## src/rtl/ddram_arb_pkg.sv

```systemverilog
// Shared types for the DDRAM read-channel arbiter.
package ddram_arb_pkg;

    typedef enum logic [1:0] {SYNC, IDLE, GRANT, WAIT} arb_state_t;

    localparam int MAX_CLIENTS = 8;

endpackage

```

## src/rtl/rr_pick.sv

```systemverilog
// Combinational client picker: lowest pending high-priority client first,
// otherwise the first pending client at or after rr_ptr (modulo NCLIENT).
module rr_pick #(
    parameter int NCLIENT = 4
) (
    input  logic [NCLIENT-1:0]         pend,
    input  logic [NCLIENT-1:0]         hipri,
    input  logic [$clog2(NCLIENT)-1:0] rr_ptr,
    output logic                       valid,
    output logic [$clog2(NCLIENT)-1:0] index
);
    localparam int IW = $clog2(NCLIENT);

    logic [NCLIENT-1:0] hp;
    logic [IW-1:0]      jj;
    int                 j;

    // Both scans run from the far end so the nearest candidate is written last.
    always_comb begin
        hp    = pend & hipri;
        valid = 1'b0;
        index = '0;
        j     = 0;
        jj    = '0;
        if (|hp) begin
            valid = 1'b1;
            for (int k = NCLIENT - 1; k >= 0; k--) begin
                if (hp[k]) index = IW'(k);
            end
        end else begin
            for (int k = NCLIENT - 1; k >= 0; k--) begin
                j = int'(rr_ptr) + k;
                if (j >= NCLIENT) j = j - NCLIENT;
                jj = IW'(j);
                if (pend[jj]) begin
                    valid = 1'b1;
                    index = jj;
                end
            end
        end
    end

endmodule

```

## src/rtl/ddram_rd_arbiter.sv

```systemverilog
// Round-robin arbiter sharing one toggle-handshake DDRAM read channel between
// NCLIENT toggle-handshake clients; one downstream read outstanding at a time.
module ddram_rd_arbiter
    import ddram_arb_pkg::*;
#(
    parameter int                 NCLIENT    = 4,
    parameter int                 AW         = 28,
    parameter logic [NCLIENT-1:0] HIPRI_MASK = '0
) (
    input  logic                       DDRAM_CLK,
    input  logic                       nRESET,
    input  logic [NCLIENT*AW-1:0]      cli_addr,
    input  logic [NCLIENT-1:0]         cli_req,
    output logic [NCLIENT-1:0]         cli_ack,
    output logic [NCLIENT*8-1:0]       cli_dout,
    output logic [AW-1:0]              mem_addr,
    output logic                       mem_req,
    input  logic                       mem_ack,
    input  logic [7:0]                 mem_dout,
    output logic                       busy,
    output arb_state_t                 dbg_state,
    output logic [$clog2(NCLIENT)-1:0] dbg_rr_ptr
);
    localparam int            IW   = $clog2(NCLIENT);
    localparam logic [IW-1:0] LAST = IW'(NCLIENT - 1);

    if (NCLIENT < 2 || NCLIENT > MAX_CLIENTS) begin : g_bad_nclient
        $error("ddram_rd_arbiter: NCLIENT out of range");
    end

    arb_state_t    state;
    logic [IW-1:0] gnt;
    logic [IW-1:0] rr_ptr;
    logic          req_s;
    logic          pick_valid;
    logic [IW-1:0] pick_idx;

    rr_pick #(.NCLIENT(NCLIENT)) u_pick (
        .pend   (cli_req ^ cli_ack),
        .hipri  (HIPRI_MASK),
        .rr_ptr (rr_ptr),
        .valid  (pick_valid),
        .index  (pick_idx)
    );

    // The controller's rd_ack is not reset, so SYNC realigns mem_req with it
    // before any new request is toggled.
    always_ff @(posedge DDRAM_CLK or negedge nRESET) begin
        if (!nRESET) begin
            state    <= SYNC;
            gnt      <= '0;
            rr_ptr   <= '0;
            req_s    <= 1'b0;
            mem_addr <= '0;
            mem_req  <= 1'b0;
            busy     <= 1'b0;
            cli_ack  <= '0;
            cli_dout <= '0;
        end else begin
            case (state)
                SYNC: begin
                    if (mem_ack == mem_req) state <= IDLE;
                end
                IDLE: begin
                    if (pick_valid) begin
                        gnt      <= pick_idx;
                        req_s    <= cli_req[pick_idx];
                        mem_addr <= cli_addr[pick_idx*AW +: AW];
                        busy     <= 1'b1;
                        state    <= GRANT;
                    end
                end
                GRANT: begin
                    mem_req <= ~mem_req;
                    state   <= WAIT;
                end
                WAIT: begin
                    if (mem_ack == mem_req) begin
                        cli_dout[gnt*8 +: 8] <= mem_dout;
                        cli_ack[gnt]         <= req_s;
                        if (!HIPRI_MASK[gnt]) rr_ptr <= (gnt == LAST) ? '0 : gnt + 1'b1;
                        busy  <= 1'b0;
                        state <= IDLE;
                    end
                end
                default: state <= SYNC;
            endcase
        end
    end

    assign dbg_state  = state;
    assign dbg_rr_ptr = rr_ptr;

endmodule

```

## config.mk

```make
export PLATFORM = sky130hd
export DESIGN_NAME = ddram_rd_arbiter
export DESIGN_NICKNAME = d
export VERILOG_FILES = /design/src/rtl/ddram_arb_pkg.sv /design/src/rtl/rr_pick.sv /design/src/rtl/ddram_rd_arbiter.sv
export SDC_FILE = /design/constraint.sdc
export NUM_CORES = 1
export LEC_CHECK = 0
export ABC_CLOCK_PERIOD_IN_PS = 4140
export CORE_AREA = 2 2 105 107
export DETAILED_ROUTE_END_ITERATION = 7
export DIE_AREA = 0 0 107 109
export PLACE_DENSITY = 0.78
export SYNTH_ARGS = -nofsm -noshare
export SYNTH_HDL_FRONTEND = slang
export SYNTH_HIERARCHICAL = 1
export SYNTH_SLANG_ARGS = --single-unit
```

## constraint.sdc

```tcl
create_clock -name DDRAM_CLK -period 4.14 [get_ports DDRAM_CLK]
set_input_delay 0.621 -clock DDRAM_CLK [delete_from_list [all_inputs] [get_ports DDRAM_CLK]]
set_output_delay 0.621 -clock DDRAM_CLK [all_outputs]
set_load 0.05 [all_outputs]
```

==> results, run 1 <==
- The synthesized design spends more area on one cell type than any other, namely sky130_fd_sc_hd__dfrtp_1.
- The initial utilization of the core area, before any placement, comes to 0.388.
- The average via count per standard cell is 5.05.
- The clock passes through at most 2 buffers.
- The aggregate global-route resource usage is 0.210.
- After synthesis, the cell types taking the most area are sky130_fd_sc_hd__dfrtp_1 (44%), sky130_fd_sc_hd__mux2i_1 (21%), sky130_fd_sc_hd__o221ai_1 (6.2%), sky130_fd_sc_hd__nand2_1 (5.9%), sky130_fd_sc_hd__inv_1 (3.2%).
- From synthesis to final layout, the design area changed by 56.9%.
- The final cycle utilization of the critical path is 0.747.
- The violation count after the first detailed-routing iteration is 160.
- Yosys mapped a number of flops with a built-in enable equal to 0.
- Overall power consumption after layout is estimated at 5520 uW.
- The worst setup path is launched from an input pin.
- The number of buffers inserted by hold repair at cts is 0.
- CTS saw 73 sinks.
- The total number of H-tree levels is 3.
- In this run the standard cell core region covers 10600 sq um.
- Cell internal power was estimated by the tool at 2820 uW.
- Adding up every negative setup slack in the final design gives 0 ns.
- For this run, design rule violations remaining after detail routing come to 0.
- The worst IR drop on VDD is 604 uV.
- The endpoint arrival time on the critical path is 3.26 ns.
- The global-route wire length before repair is 18800 microns.
- The placed instances occupy a cell area of 6210 sq um.
- The count of pins over their slew limit is 0.
- Summing all non-filler instances in the final layout gives an area of 6460 sq um.
- For this run, the slowest stage of the critical path takes 0.80 ns.
- In the final design database the tool counted 721 nets.
- The run finished with clean final reports.
- The total power divided by cell area is 855 nW/um^2.
- For the finished layout, the period the worst path requires is 3.09 ns.
- The number of port buffers is 196.
- The critical path goes through clkdlybuf4s50_1 > xor2_1 > and2b_1 > a21oi_1 > o21ai_1 > a41o_1 > or2_1 > o221ai_1.
- Summing every instance area after synthesis gives 4120 sq um.
- The floorplan step defined a die boundary enclosing 11700 sq um.
- In the synthesized netlist the dominant register cell turns out to be sky130_fd_sc_hd__dfrtp_1.
- The first TritonRoute pass finished after 4 iterations.
- Timing would allow up to 323 MHz.
- The critical-path maximum fanout is 29.
- After detailed routing, the average wire length per cell comes to 17.2 microns.
- In this run, synthesis produced a sequential element count of 73.
- In the final layout, the multi-input gates occupy 2080 sq um.
- Routability-driven placement finished with a final weighted congestion of 0.837.
- The net switching fraction of the power is 0.489.
- The number of global-route vias before repair was 3724.
- The number of buffers added by the clock tree synthesis step is 9.
- The CTS root buffer is sky130_fd_sc_hd__clkbuf_8.
- For the pin with the worst max-slew slack, the measured transition is 1.05 ns.
- The total overflow left after global routing is 0.
- In this run the count of I/O pins placed on the die edge is 197.
- TritonCTS built the clock tree.
- The relative slew slack is 0.300.
- For this block, the via count after detailed routing is 3685.
- Detailed placement ended at an HPWL of 9570 microns.
- The sequential-to-total area share from yosys stat is 0.444.
- Summed over all cells, the static leakage comes to 0.00279 uW.
- In this run the vertical extent of the chip is 109 microns.
- The horizontal extent of the die is 107 microns.
- The path class of the lowest-slack min-delay path is input pin to async pin.
- After synthesis, the netlist uses 43 different library cells.
- The count of standard-cell rows is 38.
- The fraction of synthesis flops using an asynchronous set or reset pin is 1.00.
- The remaining antenna violation count is 0.
- The initial antenna violation count is 0.
- Registers take 1830 sq um.
- Max-cap violations in this run came to 0.
- The clock latency reported for the late side of the worst-skew pair is 0.35 ns.
- The analysis attributes to net switching a power of 2700 uW.
- The hold violation total from the final report was 0.
- The type of the worst setup path is input pin to flop.
- The gate count of the mapped netlist is 387.
- For this block, the routed nets add up to 12500 microns of wire.
- The clock input transition at the sequential cells of the worst setup and hold paths is 0.08 ns.
- The Yosys step of the flow raised 6 warnings.
- The area share of the largest cell type after synthesis is 0.444.
- The clock share of power is 0.125.
- The repair_antennas step left the layout with diodes totalling 0.
- The number of gates given a new drive strength after cts is 0.
- Setup violations remaining at the end of the flow were counted as 0.
- For the final database, setup skew stands at 0.0112 ns.
- The element type at the critical path end is a flop.
- For this design, the slowest cell found on the critical path is sky130_fd_sc_hd__or2_1.
- The number of buffers inserted to repair setup after CTS is 0.
- Entering global routing, the biggest net connects 74 pins.
- The part of the total power dissipated in sequential elements is 0.234.
- After synthesis, the mean cell area works out to 10.6 sq um.
- After filler insertion, the fill cell instance count of the layout stands at 867.
- Data on the critical path is required at its endpoint by 4.30 ns.
- The part of the power in combinational logic is 0.641.
- Of the cells placed in the final design, the portion with a size suffix greater than 1 is 0.0645.
- Setup repair after global routing left no endpoint under its margin.
cell type report:
class	count	share of cell area
timing repair buffer	200	0.310
clock buffer	11	0.0219
sequential	73	0.283
multi-input combinational	265	0.322
tap	140	0.0271
inverter	35	0.0203
clock inverter	5	0.0159
per-stage QoR:
stage	cells	worst slack (ns)	utilization	hold WS [ns]
6_report	729	1.05	0.609	0.389
4_1_cts	729	1.09	0.609	0.432
3_3_place_gp	713	0.832	0.586	0.469
5_1_grt	729	0.925	0.609	0.483
3_5_place_dp	713	0.702	0.586	0.473
2_1_floorplan	395	1.56	-	0.325
power by group through the flow:
stage               Clock [uW]  Combinational (uW)  Sequential, uW
floorplan                    0                1410            2310
global placement             0                3490            1290
detailed placement           0                3550            1290
CTS                        699                3560            1290
global route               733                3740            1330
finish                     692                3540            1290
cell usage after synthesis (all sizes together), types with 6 or more instances:
cell type and n:
and3 9, buf 14, clkbuf 8, dfrtp 73, ha 10, inv 35, mux2 11, mux2i 87
nand2 65, o21ai 6, o221ai 29
layout by cell type (no fill, tap or decap), types with 2 or more instances in the layout:
cell type,n
sky130_fd_sc_hd__a21oi_1,3
sky130_fd_sc_hd__a32oi_1,2
sky130_fd_sc_hd__and3_1,7
sky130_fd_sc_hd__buf_4,4
sky130_fd_sc_hd__bufinv_16,3
sky130_fd_sc_hd__clkbuf_8,10
sky130_fd_sc_hd__clkdlybuf4s50_1,195
sky130_fd_sc_hd__conb_1,9
sky130_fd_sc_hd__dfrtp_1,73
sky130_fd_sc_hd__ha_1,10
sky130_fd_sc_hd__inv_1,35
sky130_fd_sc_hd__mux2_2,5
sky130_fd_sc_hd__mux2_4,6
sky130_fd_sc_hd__mux2i_1,87
sky130_fd_sc_hd__nand2_1,65
sky130_fd_sc_hd__nand3_1,3
sky130_fd_sc_hd__nor2_1,5
sky130_fd_sc_hd__nor2b_1,2
sky130_fd_sc_hd__o21ai_0,5
sky130_fd_sc_hd__o221ai_1,29
sky130_fd_sc_hd__xor2_1,5
sequential cells by signal (all words and copies together), names as in the netlist:
name        cells
cli_dout       32
mem_addr       28
cli_ack         4
dbg_rr_ptr      2
dbg_state       2
gnt             2
busy            1
mem_req         1
req_s           1
critical path: cells and delay by family:
kind | cells | cell delay, ns
xor+xnor | 1 | 0.42
simple gates | 2 | 1.04
compound gates | 4 | 0.65
buf+inv | 1 | 0.50
final timing paths:
check	depth (start not counted)	startpoint	to	slack [ns]
max	8	cli_req[3]	mem_addr[2]$_DFFE_PN0P_	1.05
min	1	nRESET	cli_dout[5]$_DFFE_PN0P_	0.39
max reg2reg	7	cli_ack[3]$_DFFE_PN0P_	mem_addr[2]$_DFFE_PN0P_	1.37
min reg2reg	2	mem_addr[16]$_DFFE_PN0P_	mem_addr[16]$_DFFE_PN0P_	0.49
max in group asynchronous	1	nRESET	cli_dout[13]$_DFFE_PN0P_	3.11
min in group DDRAM_CLK	2	mem_addr[16]$_DFFE_PN0P_	mem_addr[16]$_DFFE_PN0P_	0.49
metal layers:
metal	wire length, microns	share of wire	GRT usage
met5	0	0	0
met2	6410	0.51	0.340
met3	542	0.043	0.0395
met4	457	0.036	0.114
met1	5140	0.41	0.266
cells by family after synthesis:
logic type / synth area share
multiplexers: 0.247
AND/OR/NAND/NOR: 0.109
flip-flops: 0.444
buffers and inverters: 0.0626
AO/OA/AOI/OAI: 0.0915
adder cells (fa/ha/maj): 0.0304
XOR/XNOR: 0.0146
other: 0.000911
Power figures use the tool's default switching activity.
==> run 2, diff against run 1 <==
- ABC_CLOCK_PERIOD_IN_PS: 4140 -> 2600
- CORE_AREA: 2 2 105 107 -> 2 2 109 111
- DIE_AREA: 0 0 107 109 -> 0 0 111 113
- PLACE_DENSITY: 0.78 -> 0.76
- clock period: 4.14 -> 2.6 ns (I/O delays scaled with it)
==> run 2 against run 1 <==
  * Clock skew decreased by 0.0064 ns
  * Final area increased by 4.2%
  * Critical path depth increased by 1
  * Largest power group unchanged
  * Clock-buffer cell count unchanged
  * Highest routed layer unchanged
==> results, run 2 (synthesis results as in run 1) <==
- Using the TritonRoute via totals, the vias-per-cell ratio works out to 4.96.
- The beginning of the worst register-to-register path is cli_ack[2]$_DFFE_PN0P_.
- The hold violation total from the final report is 0.
- The path class of the lowest-slack min-delay path is input pin to async pin.
- The count of maximum capacitance violations is 0.
- The total number of H-tree levels is 3.
- The critical-path maximum fanout is 38.
- After global routing the overflow that remains totals 0.
- The die is 113 microns tall.
- The clock input transition at the sequential cells of the worst setup and hold paths is 0.06 ns.
- The type of the worst setup path is input pin to flop.
- Setup repair after global routing left no endpoint under its margin.
- The slowest cell on the critical path is sky130_fd_sc_hd__clkdlybuf4s50_1.
- The sink count of the clock tree is 73.
- In this run the power density over the cells is 1410 nW/um^2.
- The library cells used most frequently in the layout, excluding fill and tap cells, are sky130_fd_sc_hd__clkdlybuf4s50_1 (195), sky130_fd_sc_hd__mux2i_1 (87), sky130_fd_sc_hd__dfrtp_1 (73), sky130_fd_sc_hd__nand2_1 (65), sky130_fd_sc_hd__inv_1 (35).
- The endpoint identified for the worst register-to-register timing path is mem_addr[16]$_DFFE_PN0P_.
- On the worst path, the slowest cell contributes a delay of 0.53 ns.
- Data on the critical path is required at its endpoint by 2.80 ns.
- The met3 demand-to-capacity share in global routing is 0.0321.
- For this configuration, the core starts out at a cell density of 0.365.
- The register with the most flip-flops in the layout has 32 of them.
- The kind of cell adding the most delay to the critical path is buffers and inverters.
- The startpoint of the worst setup timing path is cli_req[2].
- The final critical delay including setup and external delays is 2.45 ns.
- The most used routing layer in global routing is met2.
- TritonCTS built the clock tree.
- The fmax is 408 MHz.
- In this run, placement finished with an instance count of 728.
- The cell sitting at the root of the clock tree is a sky130_fd_sc_hd__clkbuf_16.
- The count of standard-cell rows is 39.
- The instance count on the critical path is 9.
- In this run the standard cell core region covers 11300 sq um.
- The count of pins over their slew limit is 0.
- The largest registers in the layout are cli_dout x32, mem_addr x28, cli_ack x4.
- The clock latency reported for the late side of the worst-skew pair is 0.34 ns.
- STA classifies the critical path startpoint as an input pin.
- The standby leakage power is 0.00293 uW.
- In the global route stage, met2 resource usage came out at 0.371.
- The detailed-route wire length is 13400 microns.
- Headroom to the max-slew limit came out at 0.366.
- In the global route stage, met1 resource usage came out at 0.259.
- The final cycle utilization of the critical path is 0.943.
- IR analysis of the VDD net gives a maximum drop of 704 uV.
- In this run the remaining antenna-violating nets after routing total 0.
- The largest net degree at the start of global routing is 74.
- The violation count after the first detailed-routing iteration is 142.
- The flow ran to the end, and the final reports show no timing, DRC or antenna violations.
- The finished layout holds 744 standard cells, fillers aside.
- The remaining design rule violation count is 0.
- For the final database, setup skew stands at 0.00484 ns.
- The number of global-route vias before repair is 3958.
- The first-pass detailed-route iteration total is 4.
- Compared with the post-synthesis result, the final layout area differs by 63.5%.
- The aggregate global-route resource usage is 0.211.
- Counting the buffers created by CTS gives 9.
- The count of buffers added on input and output ports is 196.
- Dividing the detail-routed wire length by the instance count gives 18.0 microns.
- The final-stage net count is 733.
- The endpoint arrival time on the critical path is 2.66 ns.
- The signal on the critical path passes through clkdlybuf4s50_1 > xor2_1 > nor2b_1 > o21ai_0 > a32oi_1 > a2bb2oi_4 > buf_12 > mux2i_1 > o221ai_1.
- The worst reg-to-reg path cell count is 8.
- The total I/O pin count is 197.
- The critical path contains buffers and inverters numbering 2 combined.
- The number of buffers inserted to repair setup after CTS is 0.
- The worst-case register-to-register setup slack is 0.28 ns.
- The transition time of the tightest slew-check pin is 0.951 ns.
- The register ranked first by flip-flop count is cli_dout.
- The first global-routing pass estimated 20900 microns of wire.
- The clock passes through at most 2 buffers.
- The horizontal extent of the die is 111 microns.
- The initial antenna violation count is 0.
- The post-DP HPWL is 10200 microns.
- Routability-driven placement finished with a final weighted congestion of 0.914.
- The worst slack at placement is -0.230 ns.
- The capture point of the worst path is mem_addr[16]$_DFFE_PN0P_.
- Of the cells placed in the final design, the portion with a size suffix greater than 1 is 0.0865.
- The total die area is 12500 sq um.
- STA classifies the critical path endpoint as a flop.
- The number of antenna repair diodes is 0.
- The most common cell after layout, fill and taps aside is sky130_fd_sc_hd__clkdlybuf4s50_1.
- The total number of vias is 3692.
- Setup violations remaining at the end of the flow were counted as 0.
- The minimum setup slack in the final design is 0.147 ns.
-- run 2: cell count changes in the layout (fill, tap and decap cells not counted) --
cell                         change
sky130_fd_sc_hd__clkbuf_1        -1
sky130_fd_sc_hd__buf_12          +3
sky130_fd_sc_hd__clkinvlp_4      -1
sky130_fd_sc_hd__bufinv_16       +1
sky130_fd_sc_hd__clkbuf_8        -8
sky130_fd_sc_hd__clkbuf_16       +9
sky130_fd_sc_hd__buf_4           +9
sky130_fd_sc_hd__xor2_2          +1
sky130_fd_sc_hd__xor2_1          -1
-- run 2: what timing repair did --
item | CTS | global route
gates resized for setup | 0 | 1
hold buffers | 0 | 0
setup endpoints to repair | 0 | 10
-- run 2: how the worst min path moves through the flow --
stage	from	end	cells past startpoint
6_report	nRESET	cli_dout[6]$_DFFE_PN0P_	1
5_1_grt	nRESET	cli_dout[6]$_DFFE_PN0P_	1
4_1_cts	nRESET	cli_dout[1]$_DFFE_PN0P_	1
3_5_place_dp	mem_addr[2]$_DFFE_PN0P_	mem_addr[2]$_DFFE_PN0P_	2
3_3_place_gp	mem_addr[17]$_DFFE_PN0P_	mem_addr[17]$_DFFE_PN0P_	2
2_1_floorplan	nRESET	busy$_DFFE_PN0P_	0
-- run 2: layer usage --
metal  vias to the layer above  share of wire
met2                        89           0.52
met5                         -              0
met1                      1806           0.42
met3                        24          0.034
li1                       1773              -
met4                         0          0.025
-- run 2: cell type report --
cell class	count	area, sq um
Clock buffer	11	253
Fill cell	929	4540
Sequential cell	73	1830
Inverter	35	131
Tap cell	143	179
Timing Repair Buffer	212	2130
Clock inverter	5	125
Multi-Input combinational cell	265	2090
-- run 2: power breakdown --
group | leakage (uW) | switching (uW) | internal, uW | total, uW
Clock | 0.000186 | 497 | 1090 | 1580
Combinational | 0.00181 | 3560 | 2340 | 5900
Sequential | 0.000928 | 377 | 1660 | 2040
Total | 0.00293 | 4440 | 5090 | 9520
-- run 2: stage by stage --
stage	util	hold slack, ns	power (uW)	TNS, ns	area, sq um
2_1_floorplan	-	0.0944	5930	0	4150
3_3_place_gp	0.563	0.469	7780	-0.986	6340
3_5_place_dp	0.563	0.480	7950	-4.54	6340
4_1_cts	0.596	0.243	9560	0	6720
5_1_grt	0.597	0.286	10000	0	6730
6_report	0.597	0.198	9520	0	6730
